File: src/rtl/aes_cone_capture.sv
// Packs the single-bit AES cone result LSB-first into bytes and queues them in a 2-entry FIFO.
// Latency: byte_vld rises one cycle after the edge that accepts the eighth bit.
// Backpressure: byte_rdy pops the head; a byte that completes while FULL with no pop is dropped and sets sticky ovf.
// Optional AES_CONE_PARITY_EN adds per-entry even parity and the par_out port.
module aes_cone_capture (
    input  logic       clk,
    input  logic       rst,
    input  logic       cone_in,
    input  logic       cone_vld,
    output logic [7:0] byte_out,
    output logic       byte_vld,
    input  logic       byte_rdy,
    output logic [2:0] bit_cnt,
    output logic       ovf
`ifdef AES_CONE_PARITY_EN
    ,
    output logic       par_out
`endif
);

    localparam logic [1:0] EMPTY = 2'd0;
    localparam logic [1:0] ONE   = 2'd1;
    localparam logic [1:0] FULL  = 2'd2;

    logic [6:0] shift_q, shift_d;
    logic [2:0] cnt_q,   cnt_d;
    logic [1:0] occ_q,   occ_d;
    logic [7:0] head_q,  head_d;
    logic [7:0] tail_q,  tail_d;
    logic       ovf_q,   ovf_d;

    logic       push;
    logic       pop;
    logic [7:0] new_byte;

    // Bits enter at the top and walk down, so after seven shifts bit 0 sits at [0].
    assign push     = cone_vld && (cnt_q == 3'd7);
    assign new_byte = {cone_in, shift_q};
    assign pop      = (occ_q != EMPTY) && byte_rdy;

    always_comb begin
        shift_d = shift_q;
        cnt_d   = cnt_q;
        if (cone_vld) begin
            shift_d = {cone_in, shift_q[6:1]};
            cnt_d   = cnt_q + 3'd1;
        end
    end

`ifdef AES_CONE_PARITY_EN
    logic head_par_q, head_par_d;
    logic tail_par_q, tail_par_d;
    logic new_par;

    assign new_par = ^new_byte;
`endif

    always_comb begin
        occ_d  = occ_q;
        head_d = head_q;
        tail_d = tail_q;
        ovf_d  = ovf_q;
`ifdef AES_CONE_PARITY_EN
        head_par_d = head_par_q;
        tail_par_d = tail_par_q;
`endif
        case (occ_q)
            EMPTY: begin
                if (push) begin
                    head_d = new_byte;
`ifdef AES_CONE_PARITY_EN
                    head_par_d = new_par;
`endif
                    occ_d  = ONE;
                end
            end
            ONE: begin
                if (push && pop) begin
                    head_d = new_byte;
`ifdef AES_CONE_PARITY_EN
                    head_par_d = new_par;
`endif
                end else if (push) begin
                    tail_d = new_byte;
`ifdef AES_CONE_PARITY_EN
                    tail_par_d = new_par;
`endif
                    occ_d  = FULL;
                end else if (pop) begin
                    occ_d  = EMPTY;
                end
            end
            FULL: begin
                if (pop) begin
                    head_d = tail_q;
`ifdef AES_CONE_PARITY_EN
                    head_par_d = tail_par_q;
`endif
                    if (push) begin
                        tail_d = new_byte;
`ifdef AES_CONE_PARITY_EN
                        tail_par_d = new_par;
`endif
                    end else begin
                        occ_d = ONE;
                    end
                end else if (push) begin
                    // No slot frees this cycle: the new byte is lost, queue untouched.
                    ovf_d = 1'b1;
                end
            end
            default: occ_d = EMPTY;
        endcase
    end

    always_ff @(posedge clk) begin
        if (rst) begin
            shift_q <= 7'd0;
            cnt_q   <= 3'd0;
            occ_q   <= EMPTY;
            head_q  <= 8'h00;
            tail_q  <= 8'h00;
            ovf_q   <= 1'b0;
        end else begin
            shift_q <= shift_d;
            cnt_q   <= cnt_d;
            occ_q   <= occ_d;
            head_q  <= head_d;
            tail_q  <= tail_d;
            ovf_q   <= ovf_d;
        end
    end

`ifdef AES_CONE_PARITY_EN
    always_ff @(posedge clk) begin
        if (rst) begin
            head_par_q <= 1'b0;
            tail_par_q <= 1'b0;
        end else begin
            head_par_q <= head_par_d;
            tail_par_q <= tail_par_d;
        end
    end

    assign par_out = byte_vld ? head_par_q : 1'b0;
`endif

    assign byte_vld = (occ_q != EMPTY);
    assign byte_out = byte_vld ? head_q : 8'h00;
    assign bit_cnt  = cnt_q;
    assign ovf      = ovf_q;

endmodule

File: config.mk
export PLATFORM = sky130hd
export DESIGN_NAME = aes_cone_capture
export DESIGN_NICKNAME = d
export VERILOG_FILES = /design/src/rtl/aes_cone_capture.sv
export SDC_FILE = /design/constraint.sdc
export NUM_CORES = 1
export LEC_CHECK = 0
export CAP_MARGIN = 20
export CORE_ASPECT_RATIO = 0.7
export CORE_MARGIN = 4
export CORE_UTILIZATION = 50
export DETAILED_ROUTE_END_ITERATION = 6
export GPL_TIMING_DRIVEN = 0
export PLACE_DENSITY = 0.74
export SYNTH_ARGS = -nofsm -noshare
export SYNTH_HDL_FRONTEND = slang
export SYNTH_SLANG_ARGS = --single-unit
File: constraint.sdc
create_clock -name clk -period 2 [get_ports clk]
set_input_delay 0.4 -clock clk [delete_from_list [all_inputs] [get_ports clk]]
set_output_delay 0.4 -clock clk [all_outputs]
set_load 0.005 [all_outputs]
# Word-level counts from Yosys, hierarchy flattened
# Cells that the tools add are included.
[classes]
addsub = 1
n_eq_ne = 9
mux = 16
bitwise_logic = 1
n_reduce_logical = 11
[ops]
columns = ["operator", "count"]
rows = [
  ["$mux W8", 7],
  ["$pmux W8 S3", 1],
  ["$pmux W8 S2", 1],
  ["$mux W2", 6],
  ["$ne A2 B2 Y1 const B", 5],
  ["$pmux W2 S3", 1],
  ["$reduce_and A3 Y1", 2],
  ["$reduce_and A5 Y1", 1],
  ["$reduce_and A4 Y1", 1],
  ["$reduce_bool A2 Y1", 2],
  ["$add A3 B1 Y3 const B", 1],
  ["$eq A3 B3 Y1 const B", 1],
  ["$logic_and A1 B1 Y1", 3],
  ["$ne A3 B3 Y1 const B", 1],
  ["$reduce_bool A3 Y1", 1],
  ["$eq A2 B1 Y1 const B", 1],
  ["$eq A2 B2 Y1 const B", 1],
  ["$logic_not A2 Y1", 1],
  ["$not A1 Y1", 1],
]
[word_totals]
reg_bits = 29
in_bits = 5
out_inout_bits = 13
word_cells = 44

# Longest topological paths before layout
[logic_depth]
ltp_word = 6
depth_mapped = 7
depth_no_buf = 6

# Worst setup path before layout
# Ideal clock, no wire load.
[synth_path]
path_kind = "reg2reg"
start = "register cnt_q[0] (netlist: bit_cnt[0])"
end = "register head_q[5]"
setup_ps = 86
arrival_time_ps = 1571
required_time_ps = 1914
path_slack_ps = 343
path_stages_with_launch = 8
n_path_buf = 1
synth_period_minus_slack_ps = 1657
cell_sequence = "dfxtp_1 -> ha_1 -> ha_1 -> nand2_1 -> o31ai_4 -> buf_2 -> nor2_1 -> a211oi_1"
[synth_via]
elab_chain_len = 5
[synth_rtl]
columns = ["element", "line", "text"]
rows = [
  ["start, declared", "26", "logic [2:0] cnt_q, cnt_d;"],
  ["start signal, assigned", "126", "cnt_q <= cnt_d;"],
  ["$eq A3 B3 Y1 (*)", "37", "assign push = cone_vld && (cnt_q == 3'd7);"],
  ["$logic_and A1 B1 Y1 (*)", "37", ""],
  ["$logic_and A1 B1 Y1", "78", "if (push && pop) begin"],
  ["$ne A2 B2 Y1 (no source line)", "-", ""],
  ["$reduce_and A4 Y1 (no source line) (*)", "-", ""],
  ["end signal, assigned", "121", "head_q <= 8'h00;"],
  ["end signal, assigned", "128", "head_q <= head_d;"],
  ["end, declared", "28", "logic [7:0] head_q, head_d;"],
]
# Every way passes the cells marked *; elsewhere a longest branch is shown, timed or not.
# A chain may end at the register's enable or synchronous reset.

# Final worst setup path
[layout_path]
start = "register occ_q[1]"
end = "output byte_out[3]"
[layout_via]
elab_chain_len = 2
[layout_rtl]
columns = ["element", "line", "text"]
rows = [
  ["start, declared", "27", "logic [1:0] occ_q, occ_d;"],
  ["start signal, assigned", "120", "occ_q <= EMPTY;"],
  ["start signal, assigned", "127", "occ_q <= occ_d;"],
  ["$reduce_bool A2 Y1", "148", "assign byte_vld = (occ_q != EMPTY);"],
  ["$mux W8", "149", "assign byte_out = byte_vld ? head_q : 8'h00;"],
  ["end, declared", "10", "output logic [7:0] byte_out,"],
]
# Every way passes these cells.

==> metrics.md <==
| Metric | Value |
|---|---|
| TritonCTS clock tree | done |
| Worst hold path type | input port to flip-flop |
| Synthesized area | 1230 sq um |
| Initial Utilization | 55.0% |
| Ys flop type | dfxtp_1 |
| Leading cell type in the layout, fill and taps excluded | nor2_1 |
| VDD IR max | 0.500 mV |
| Critical-path maximum fanout | 9 |
| Initial antenna violation count | 0 |
| Number of port buffers | 16 |
| Ys async rst share | 0% |
| Vias in the first global route | 888 |
| Top cells by area, synth | dfxtp_1 (47%), mux2i_1 (20%), nor2_1 (9.7%) |
| Unique cell type count in the Yosys netlist | 19 |
| Clock Latency Late Sink | 0.31 ns |
| Total power | 0.995 mW |
| GR Util All Layers | 16.1% |
| Design Area, Final | 1500 sq um |
| Worst setup SP type | flip-flop |
| Place WS | -0.120 ns |
| Post-route DRC | 0 |
| Ant. Diodes | 0 |
| First-pass GRT wire length | 4.00 mm |
| Final worst slack | 0.143 ns |
| Leak | 0.586 nW |
| Die area | 3340 sq um |
| Post-synth EDFFs | 0 |
| Post-Route WL | 2.36 mm |
| Register bit count reported by yosys | 29 |
| Synth area leader | dfxtp_1 |
| Period utilization | 92.9% |
| Final HPWL DP | 1.75 mm |
| P per Cell Area | 665 nW/um^2 |
| CTS Sinks | 29 |
| Hold path start | rst |
| Syn_nets | 131 |
| Setup bufs post-CTS | 0 |
| YS warnings | 0 |
| Die Y | 49.6 microns |
| Post-Synthesis Cells | 124 |
| Clock root cell | clkbuf_4 |
| Layout Nets | 154 |
| Via count | 912 |
| Post-cts hold buffer count | 0 |
| Crit path capture type | output port |
| Largest net degree at the start of global routing | 11 |
| Fill cells | 199 |
| Worst reg2reg path startpoint | bit_cnt[0] |
| Drt first pass iters | 5 |
| Initial DRC count | 36 |
| Total grt overflow | 0 |
| CTS HTree Levels | 2 |
| Mean Syn Cell Area | 9.95 sq um |
| Post-synth top area share | 47.1% |
| Share of cells above drive strength 1 | 10.2% |
| Final antenna-violating net count | 0 |
| Placed standard-cell area | 1430 sq um |
| Routed wire per std cell | 13.2 microns |
| P&R area growth vs syn | 21.4% |
| Die width | 67.4 microns |
| Register area share after synthesis | 47.1% |
| Max-Cap Viols | 0 |
| Most frequent cells in the layout | nor2_1 (31), dfxtp_1 (28), mux2i_1 (25) |
| Worst path required time | 1.60 ns |
| Crit. Startpoint | occ_q[1] |
| Worst clock skew | 0.00836 ns |
| Final hold viol count | 0 |
| Fmax | 538 MHz |
| Max Slew Vio Count | 0 |
| CTS Buf Count | 5 |
| Gpl congestion | 0.760 |
| Final Util | 66.8% |
| Crit path DAT | 1.46 ns |
| Drt via density | 5.09 |
| # IOs | 18 |
| Final setup violation count | 0 |
| Worst-margin pin slew | 0.499 ns |
| Rows | 14 |
| Clock Pin Slew Worst Setup and Hold Paths | 0.09 ns |
| Critical setup path kind | flip-flop to output port |
| Post-route minimum period | 1.86 ns |
| Clock Path Buffers | 2 |
| Core Region | 2240 sq um |
| Slew margin rel. | 66.7% |
| Status | complete, no violations |
==> report_power, final <==
group	internal [mW]	switching, mW	total, mW
sequential	0.584	0.00638	0.590
combinational	0.0265	0.0267	0.0531
clock	0.166	0.186	0.352
total	0.776	0.219	0.995
==> per-stage QoR <==
stage / TNS, ns / cells / hold WS [ns]
after floorplan: 0 / 124 / 0.460
after global placement: -0.505 / 172 / 0.456
after detailed placement: -0.866 / 172 / 0.477
after CTS: 0 / 179 / 0.455
after global routing: -0.0120 / 179 / 0.494
final: 0 / 179 / 0.461
==> synthesized netlist by cell type (2+ instances only) <==
library cell and n:
buf_2 3, mux2i_1 25, ha_1 2, nor2b_1 9
xnor2_1 2, dfxtp_1 29, clkbuf_1 3, a21oi_1 2
a211oi_1 8, nor2_1 32
==> area by class of cell <==
type                    instances  area (sq um)  share of cell area [%]
multi-input cells              88           631                    42.1
inverters                       1          3.75                   0.251
clock buffers                   7          55.1                    3.68
well taps                      32          40.0                    2.67
plain buffers                   6          26.3                    1.75
flip-flops and latches         29           582                    38.8
repair buffers                 16           160                    10.7
==> sequential cells by signal, indices dropped and copies added (netlist names) <==
signal   count
head_q       8
tail_q       8
shift_q      7
ovf          1
occ_q        2
bit_cnt      3
==> worst paths after layout <==
kind                  to  slack, ns  cells past startpoint
min reg2reg          ovf       0.49                      2
max          byte_out[3]       0.14                      3
min                  ovf       0.46                      2
max reg2reg    head_q[5]       0.17                      7
==> logic make-up (layout without fill, tap and decap cells) <==
| logic type | count (synthesis) | in the layout | synth area share, % |
|---|---|---|---|
| multiplexers | 25 | 25 | 20.3 |
| flip-flops | 29 | 29 | 47.1 |
| XOR/XNOR | 2 | 2 | 1.42 |
| AND/OR/NAND/NOR | 46 | 46 | 17.2 |
| AO/OA/AOI/OAI | 13 | 13 | 9.53 |
| adder cells (fa/ha/maj) | 2 | 2 | 2.03 |
| buffers and inverters | 7 | 30 | 2.43 |
==> metal layers <==
| metal | GRT usage, % | share of wire [%] | vias up |
|---|---|---|---|
| li1 | - | - | 471 |
| met1 | 20.3 | 47 | 414 |
| met2 | 23.8 | 45 | 21 |
| met3 | 6.36 | 5.0 | 6 |
| met4 | 7.41 | 2.8 | 0 |
| met5 | 0 | 0 | - |
==> critical path, cell delays in order, from the launching register on <==
cell and delay, ns:
dfxtp_2 0.43, nor2_4 0.09, nor2b_1 0.12, clkdlybuf4s50_1 0.51
==> repair_timing <==
action | in CTS | in global routing
resized for setup | 1 | 2
endpoints found under the setup margin | 9 | 10
pin swaps | 0 | 1
No activity file was read; power rests on OpenSTA's default activity.
